File: src/rtl/cache_fill_fsm.sv
// Cache block fill controller: issues eight word reads for a missed block,
// writes returned words in arrival order, then writes the tag entry.
module cache_fill_fsm (
    input  logic        clk,
    input  logic        rst_n,
    input  logic        miss_detected,
    input  logic [15:0] miss_address,
    input  logic [15:0] memory_data,
    input  logic        memory_data_valid,
    output logic        fsm_busy,
    output logic        mem_en,
    output logic [15:0] memory_address,
    output logic        write_data_array,
    output logic [2:0]  fill_word,
    output logic [15:0] fill_data,
    output logic        write_tag_array,
    output logic [11:0] fill_tag
);

    localparam logic [1:0] IDLE = 2'd0;
    localparam logic [1:0] FILL = 2'd1;
    localparam logic [1:0] TAG  = 2'd2;

    logic [1:0]  state_q, state_d;
    logic [11:0] blk_q, blk_d;
    logic [3:0]  issue_q, issue_d;
    logic [3:0]  recv_q, recv_d;
    logic        in_fill;

    always_comb begin
        state_d = state_q;
        blk_d   = blk_q;
        issue_d = issue_q;
        recv_d  = recv_q;
        case (state_q)
            IDLE: begin
                if (miss_detected) begin
                    state_d = FILL;
                    blk_d   = miss_address[15:4];
                    issue_d = 4'd0;
                    recv_d  = 4'd0;
                end
            end
            FILL: begin
                if (!issue_q[3]) begin
                    issue_d = issue_q + 4'd1;
                end
                // Returns are counted independently of issue progress
                if (memory_data_valid) begin
                    recv_d = recv_q + 4'd1;
                    if (recv_q == 4'd7) begin
                        state_d = TAG;
                    end
                end
            end
            TAG: begin
                state_d = IDLE;
            end
            default: begin
                state_d = IDLE;
            end
        endcase
    end

    always_ff @(posedge clk) begin
        if (!rst_n) begin
            state_q <= IDLE;
            blk_q   <= 12'd0;
            issue_q <= 4'd0;
            recv_q  <= 4'd0;
        end else begin
            state_q <= state_d;
            blk_q   <= blk_d;
            issue_q <= issue_d;
            recv_q  <= recv_d;
        end
    end

    assign in_fill          = (state_q == FILL);
    assign fsm_busy         = (state_q != IDLE);
    assign mem_en           = in_fill && !issue_q[3];
    assign memory_address   = mem_en ? {blk_q, issue_q[2:0], 1'b0}
                                     : {blk_q, 4'b0000};
    assign write_data_array = in_fill && memory_data_valid;
    assign fill_word        = in_fill ? recv_q[2:0] : 3'd0;
    assign fill_data        = in_fill ? memory_data : 16'd0;
    assign write_tag_array  = (state_q == TAG);
    assign fill_tag         = blk_q;

endmodule
File: config.mk
export PLATFORM = sky130hd
export DESIGN_NAME = cache_fill_fsm
export DESIGN_NICKNAME = d
export VERILOG_FILES = /design/src/rtl/cache_fill_fsm.sv
export SDC_FILE = /design/constraint.sdc
export NUM_CORES = 1
export LEC_CHECK = 0
export BUFFER_PORTS_ARGS = -buffer_cell sky130_fd_sc_hd__buf_2
export CORE_ASPECT_RATIO = 1.1
export CORE_MARGIN = 2
export CORE_UTILIZATION = 39
export DETAILED_ROUTE_END_ITERATION = 10
export GPL_TIMING_DRIVEN = 0
export HOLD_SLACK_MARGIN = 0.15
export PLACE_DENSITY_LB_ADDON = 0.12
export SYNTH_ARGS = -nofsm -noshare
export SYNTH_HDL_FRONTEND = slang
export SYNTH_SLANG_ARGS = --single-unit
export TNS_END_PERCENT = 50
File: constraint.sdc
create_clock -name clk -period 2 [get_ports clk]
set_clock_uncertainty 0.2 [all_clocks]
set_input_delay 0.4 -clock clk [delete_from_list [all_inputs] [get_ports clk]]
set_output_delay 0.4 -clock clk [all_outputs]
set_load 0.01 [all_outputs]
==> metrics.cfg, run 1 <==
[run_status]
status=complete, no violations

[setup_path]
critPathMaxStageDelay_ps=390
worstReg2RegEnd=fill_tag[0]
cp-start-kind=flip-flop
worstRegToRegCells=5
worst-path-buf-inv=3
path_cells=nor2b_4 -> buf_12 -> buf_8 -> and2_1 -> buf_2
crit_start=state_q[0]
arrival_ps=1350
crit_family=flip-flops
endpoint_kind=primary output
path_max_fanout=8
worstSetupPathDepth=5
crit_required_ps=1400
r2r_slack_ps=260
critPathCapture=fill_data[10]
worstReg2RegStart=state_q[1]
critPathSlowestCell=dfxtp_4
worstSetupPathType=flip-flop to primary output

[cells_and_area]
fin_nets=288
diodes=0
drive_gt1_share_pct=48.4
syn_to_final_growth_pct=65.8

[power_and_ir_drop]
p_leak_nw=0.990
vdd_drop_max_mv=0.374
power_density_mw_per_mm2=509
power_uw=959

[timing]
fmax_mhz=512
slew_violations=0
setup_viol=0
setup_tns_ps=0
timing.final.crit_share_pct=97.7
hold_viol=0
period_needed_ps=1950

[grt]
grt_pass1_vias=1211
antenna_found_initial=0
grt_max_degree=12
grt-ovfl-total=0
track_usage_pct=17.6
grt_pass1_wl_um=4820

[synth]
synth_fa_ha_area_share_pct=2.20
avgSynthCellArea_um2=7.79
muxShareOfSynthArea_pct=0.880
ys_seq_area_share_pct=38.7
synth_compound_area_share_pct=10.6
syn-cell-area_mm2=0.00114
ys_types=29
ys_ff_latch=22
yosys_warnings=0
synth_top_area_share_pct=38.7
synth_top_area_cell=dfxtp_1
synthesis.instances=146
synth_top_family_by_area=simple AND/OR/NAND/NOR gates
syn_nets=184
synth-simple-area-share_pct=34.7
synthXorXnorAreaFrac_pct=0.770
synth_area_leaders=dfxtp_1, and2_1, nand2_1

[die]
initial_core_util_pct=40.9
rows=20
die_w_um=55.5
floorplan.io_pins=87
core-area_mm2=0.00278
die_h_um=60.6
die-area_mm2=0.00336

[run]
maxCapViolations=0

[clock_tree]
cts-root-buf=clkbuf_4
clk_latency_ps=300
cts_made_buffers=3
clock_sinks=22
clk_path_buf_depth=2
clk_pin_slew_ps=120
cts_tree=built
htreeDepth=1

[drt]
wl_per_cell_um=11.1
vias_per_cell=4.67
drt_iter0_drc=25
routed_wl_um=3130
drc_errors=0
vias=1313
antenna_left=0
first_pass_iters=4

[placed_design]
dp_hpwl_um=2230
place_congestion=0.717
io_buffers=80

[min_path]
holdCritPathClass=input port to flip-flop

report_power, final:
group          internal, mW  switching (mW)  total (mW)
clock                0.0701           0.123       0.193
sequential            0.457          0.0181       0.475
combinational         0.164           0.126       0.291
cells in the mapped netlist (all sizes together):
| cell | count |
|---|---|
| ha | 2 |
| clkbuf | 5 |
| buf | 16 |
| mux2i | 1 |
| nand4b | 1 |
| o31ai | 1 |
| or4 | 1 |
| a211oi | 1 |
| inv | 1 |
| nor2b | 1 |
| xnor2 | 1 |
| and4bb | 1 |
| a21oi | 17 |
| and2b | 1 |
| nand2b | 2 |
| nor3b | 2 |
| nor2 | 4 |
| and2 | 23 |
| o21ai | 4 |
| nand2 | 30 |
| or3b | 1 |
| conb | 1 |
| nand3 | 2 |
| dfxtp | 22 |
| nand4 | 2 |
| or2 | 1 |
| or3 | 1 |
| nand3b | 1 |
logic make-up after synthesis:
group,count (synthesis)
xor+xnor,1
compound gates,23
fa+ha+maj,2
flops,22
buf+inv,22
mux,1
simple gates,74
other cells,1
area by class of cell:
type / instances / area (um^2)
buffer: 20 / 149
sequential: 22 / 448
multi-input combinational: 102 / 591
inverter: 1 / 3.75
timing repair buffer: 100 / 631
clock buffer: 3 / 22.5
tap: 33 / 41.3
fill: 242 / 892
placed cells by master (no fill, tap or decap), drive strengths merged, types with 2 or more instances in the layout:
cell	netlist	final
buf	16	105
nand2	30	30
and2	23	23
dfxtp	22	22
a21oi	17	17
dlygate4sd3	0	12
clkbuf	5	6
o21ai	4	4
nor2	4	4
nand3	2	2
nand2b	2	2
nand4	2	2
ha	2	2
nor3b	2	2
worst min-delay path: cells and delay by family:
kind / cells / cell delay, ps
simple gates: 1 / 70
buf+inv: 1 / 130
compound gates: 1 / 70
layer usage:
layer	wire, um	track usage, %	part of all wire, %	vias to the layer above
met5	0	0	0	-
met4	18	5.92	0.57	0
met3	208	2.77	6.6	2
met2	1720	34.4	55	48
met1	1190	19.8	38	592
li1	-	-	-	671
state kept, by name (all words and copies together), names as in the netlist:
signal and count:
state_q 2, fill_tag 12, recv_q 4, issue_q 4
how the worst min path moves through the flow:
stage | from | to | slack [ps] | depth (start not counted)
5_1_grt | memory_data_valid | recv_q[1] | 220 | 3
3_5_place_dp | fill_tag[0] | fill_tag[0] | 260 | 2
2_1_floorplan | issue_q[3] | issue_q[3] | 240 | 2
3_3_place_gp | fill_tag[11] | fill_tag[11] | 250 | 2
4_1_cts | memory_data_valid | recv_q[1] | 210 | 3
6_report | memory_data_valid | recv_q[1] | 210 | 3
per-stage QoR:
step | setup slack (ps) | cell area [um^2] | cells | hold slack (ps) | util, %
2_1_floorplan | 152 | 1140 | 146 | 241 | -
3_3_place_gp | -42.9 | 1580 | 259 | 253 | 56.8
3_5_place_dp | -113 | 1580 | 259 | 265 | 56.8
4_1_cts | 12.8 | 1800 | 278 | 209 | 64.7
5_1_grt | -8.51 | 1890 | 281 | 221 | 67.9
6_report | 45.8 | 1890 | 281 | 207 | 67.9
repair_timing:
item,4_1_cts,5_1_grt
hold buffers,12,0
endpoints found under the setup margin,24,23
gates cloned,2,0
buffers inserted,3,3
gates resized for setup,13,16
endpoints found under the hold margin,12,0
Note: power is estimated with default switching activity, not from simulation.
==> run 2, diff against run 1 <==
==> constraint.sdc (replaced) <==
create_clock -name clk -period 2 [get_ports clk]
set_clock_uncertainty 0.2 [all_clocks]
set_input_delay 0.4 -clock clk [delete_from_list [all_inputs] [get_ports clk]]
set_output_delay 0.4 -clock clk [all_outputs]
set_load 0.05 [all_outputs]
==> metrics.cfg, run 2 (synthesis results as in run 1) <==
[timing]
fmax_mhz=503
period_needed_ps=1990
setup_viol=0
rsz0062_at_grt=true
slew_violations=0
fin_ws_ps=10.9
slew_headroom_pct=66.6
hold_viol=0
worst_pin_slew_ps=501
timing.final.crit_share_pct=99.5

[clock_tree]
clk_latency_ps=310
cts_tree=built
clock_sinks=22
cts-root-buf=clkbuf_4
htreeDepth=1
clk_pin_slew_ps=120
clk_path_buf_depth=2
cts_made_buffers=3

[power_and_ir_drop]
p_leak_nw=1.08
power_mw=1.34
power_density_mw_per_mm2=619
vdd_drop_max_mv=0.563

[drt]
routed_wl_um=3900
first_pass_iters=4
antenna_left=0
vias=1374
drt_iter0_drc=43
wl_per_cell_um=13.7
drc_errors=0
vias_per_cell=4.84

[setup_path]
cp-start-kind=flip-flop
arrival_ps=1390
endpoint_kind=primary output
crit_family=flip-flops
crit_required_ps=1400
critPathMaxStageDelay_ps=400
path_cells=nor2b_4 -> buf_12 -> buf_4 -> and2_4 -> buf_8
critPathSlowestCell=dfxtp_4
path_max_fanout=7
worstSetupPathType=flip-flop to primary output
worst-path-buf-inv=3

[run_status]
status=complete, no violations

[die]
die_h_um=60.6
rows=20
die_w_um=55.5
floorplan.io_pins=87
die-area_mm2=0.00336
core-area_mm2=0.00278
initial_core_util_pct=40.9

[grt]
grt_max_degree=14
grt_pass1_vias=1345
grt_pass1_wl_um=5570
track_usage_pct=20.8
antenna_found_initial=0
grt-ovfl-total=0

[cells_and_area]
fill_cells=183
final_common_cell=buf_2
largest_reg_flops=12
drive_gt1_share_pct=56.2
diodes=0
layout_common_cells=buf_2, nand2_1, buf_8
syn_to_final_growth_pct=91.0
stdcell_area_mm2=0.00217
fin_nets=290

[min_path]
holdCritPathClass=input port to flip-flop

[placed_design]
dp_slack_ps=-243
dp_hpwl_um=2210
place_area_mm2=0.00159
io_buffers=80
place_congestion=0.724

[run]
maxCapViolations=0

[run 2: cell types whose count changed in the layout (fill, tap and decap cells not counted), sizes merged]
cell,change
bufinv,+1
buf,+2
[run 2: tightest hold or removal path: stages]
cell	delay (ps)
buf_2	120
nand4_1	80
o21ai_0	90
[run 2: what timing repair did]
item | CTS | global route
pin swaps | 11 | 5
endpoints found under the hold margin | 12 | 0
setup endpoints to repair | 24 | 26
buffers inserted | 6 | 2
gates resized for setup | 84 | 25
gates cloned | 2 | 0
hold buffers | 12 | 0
[run 2: final timing paths]
kind	startpoint	endpoint	slack, ps	cells past startpoint
max reg2reg	state_q[1]	fill_tag[9]	210	5
min reg2reg	fill_tag[5]	fill_tag[5]	280	2
max	state_q[0]	write_data_array	10	5
min	memory_data_valid	recv_q[1]	230	3
[run 2: metal layers]
layer	track usage (%)	up-vias	routed length, um
li1	-	673	-
met3	5.33	4	296
met5	0	-	0
met4	8.71	0	34
met1	22.0	632	1400
met2	40.0	65	2170
[run 2: power breakdown]
part / switching (mW) / internal [mW]
Combinational: 0.311 / 0.214
Sequential: 0.0190 / 0.457
Clock: 0.140 / 0.203
Total: 0.470 / 0.874
[run 2: final cells by class]
type / instances / area [um^2] / area share [%]
buffer: 20 / 149 / 6.85
clock buffer: 3 / 22.5 / 1.04
clock inverter: 1 / 30.0 / 1.38
inverter: 1 / 3.75 / 0.173
multi-input combinational: 102 / 636 / 29.3
sequential: 22 / 448 / 20.6
tap: 33 / 41.3 / 1.90
timing repair buffer: 102 / 842 / 38.8
[run 2: through the flow]
| step | hold slack, ps | setup TNS (ps) | cells | utilization, % |
|---|---|---|---|---|
| floorplan | 248 | -129 | 146 | - |
| global placement | 252 | -3310 | 259 | 57.4 |
| detailed placement | 264 | -3490 | 259 | 57.4 |
| CTS | 181 | -583 | 283 | 75.4 |
| global route | 213 | -802 | 284 | 78.2 |
| finish | 228 | 0 | 284 | 78.2 |
==> run 3, diff against run 2 <==
--- a/config.mk
+++ b/config.mk
@@ -5,14 +5,15 @@
 export SDC_FILE = /design/constraint.sdc
 export NUM_CORES = 1
 export LEC_CHECK = 0
-export BUFFER_PORTS_ARGS = -buffer_cell sky130_fd_sc_hd__buf_2
 export CORE_ASPECT_RATIO = 1.1
 export CORE_MARGIN = 2
-export CORE_UTILIZATION = 39
+export CORE_UTILIZATION = 48
 export DETAILED_ROUTE_END_ITERATION = 10
+export DONT_BUFFER_PORTS = 1
 export GPL_TIMING_DRIVEN = 0
 export HOLD_SLACK_MARGIN = 0.15
 export PLACE_DENSITY_LB_ADDON = 0.12
+export RECOVER_POWER = 50
 export SYNTH_ARGS = -nofsm -noshare
 export SYNTH_HDL_FRONTEND = slang
 export SYNTH_SLANG_ARGS = --single-unit
==> metrics.cfg, run 3 (synthesis results as in run 1) <==
[cells_and_area]
drive_gt1_share_pct=33.1
syn_to_final_growth_pct=28.2
largest_reg_flops=12
stdcell_area_mm2=0.00146
fin_nets=205
diodes=0
final_common_cell=nand2_1
layout_common_cells=nand2_1, and2_4, dfxtp_1

[power_and_ir_drop]
vdd_drop_max_mv=0.648
power_density_mw_per_mm2=802
p_leak_nw=0.614
power_mw=1.17

[run_status]
status=finished, violations left
violations=setup timing

[drt]
vias_per_cell=5.17
drc_errors=0
antenna_left=0
routed_wl_um=2580
first_pass_iters=4
vias=1013
wl_per_cell_um=13.1
drt_iter0_drc=9

[die]
floorplan.io_pins=87
rows=18
die_w_um=50.4
initial_core_util_pct=50.5
die-area_mm2=0.00278
core-area_mm2=0.00225
die_h_um=55.1

[setup_path]
path_max_fanout=7
worstSetupPathType=flip-flop to primary output
endpoint_kind=primary output
arrival_ps=1680
crit_required_ps=1400
cp-start-kind=flip-flop

[grt]
grt_pass1_vias=846
grt-ovfl-total=0
grt_max_degree=14
track_usage_pct=18.1
antenna_found_initial=0
grt_pass1_wl_um=3770

[timing]
slew_headroom_pct=50.3
period_needed_ps=2280
fin_ws_ps=-284
fmax_mhz=438
setup_viol=21
slew_violations=0
worst_pin_slew_ps=745
timing.final.crit_share_pct=114
hold_viol=0
rsz0062_at_grt=true

[clock_tree]
htreeDepth=1
clock_sinks=22
clk_path_buf_depth=2
cts_tree=built
cts_made_buffers=3
clk_pin_slew_ps=120
clk_latency_ps=300
cts-root-buf=clkbuf_4

[placed_design]
place_congestion=0.792
dp_hpwl_um=1830
io_buffers=0
place_area_mm2=0.00119

[min_path]
holdCritPathClass=input port to flip-flop

[run]
maxCapViolations=0

run 3: changes by cell type in the layout (fill, tap and decap cells not counted), moves of 2 or more:
cell,delta
and2_2,+2
clkbuf_2,+3
buf_6,-3
buf_2,-58
buf_4,-4
buf_8,-24
run 3: per-stage QoR:
stage / setup WS, ps / std cells / utilization [%] / hold slack, ps / setup TNS [ps]
floorplan: -29.0 / 146 / - / 248 / -129
global placement: -259 / 176 / 52.8 / 261 / -4430
detailed placement: -314 / 176 / 52.8 / 292 / -5650
CTS: -334 / 196 / 64.9 / 187 / -3610
global route: -363 / 196 / 64.7 / 210 / -5400
finish: -284 / 196 / 64.7 / 215 / -2980
run 3: path summary, 6_finish.rpt:
check                start           endpoint  slack (ps)  cells after the start
max             state_q[0]  memory_address[1]        -280                      2
min          miss_detected        fill_tag[5]         220                      3
max reg2reg     state_q[1]        fill_tag[2]         170                      6
min reg2reg      recv_q[3]          recv_q[3]         300                      2
run 3: repair_timing:
action	CTS	global route
setup endpoints to repair	24	23
buffers inserted	4	0
pin swaps	2	2
gates resized for setup	48	0
hold buffers	13	0
hold endpoints to repair	15	0
run 3: cell type report:
type	instances	area, um^2
Fill cell	194	795
Timing Repair Buffer	17	156
Tap cell	30	37.5
Multi-Input combinational cell	102	631
Buffer	20	129
Clock buffer	3	22.5
Sequential cell	22	448
Clock inverter	1	30.0
Inverter	1	3.75
run 3: routing by layer:
metal / wire, um / track usage (%)
met5: 0 / 0
met4: 11 / 7.66
met3: 203 / 4.03
met2: 1310 / 33.1
met1: 1050 / 20.8
run 3: worst max-delay path, stage by stage, from the launching register on:
cell     delay (ps)
dfxtp_4         380
nor3b_4         640
and2_4          360
run 3: report_power, final:
| group | leakage [nW] | internal (mW) | switching [mW] |
|---|---|---|---|
| Sequential | 0.181 | 0.457 | 0.0695 |
| Combinational | 0.404 | 0.0964 | 0.214 |
| Clock | 0.0279 | 0.202 | 0.130 |
| Total | 0.614 | 0.756 | 0.414 |
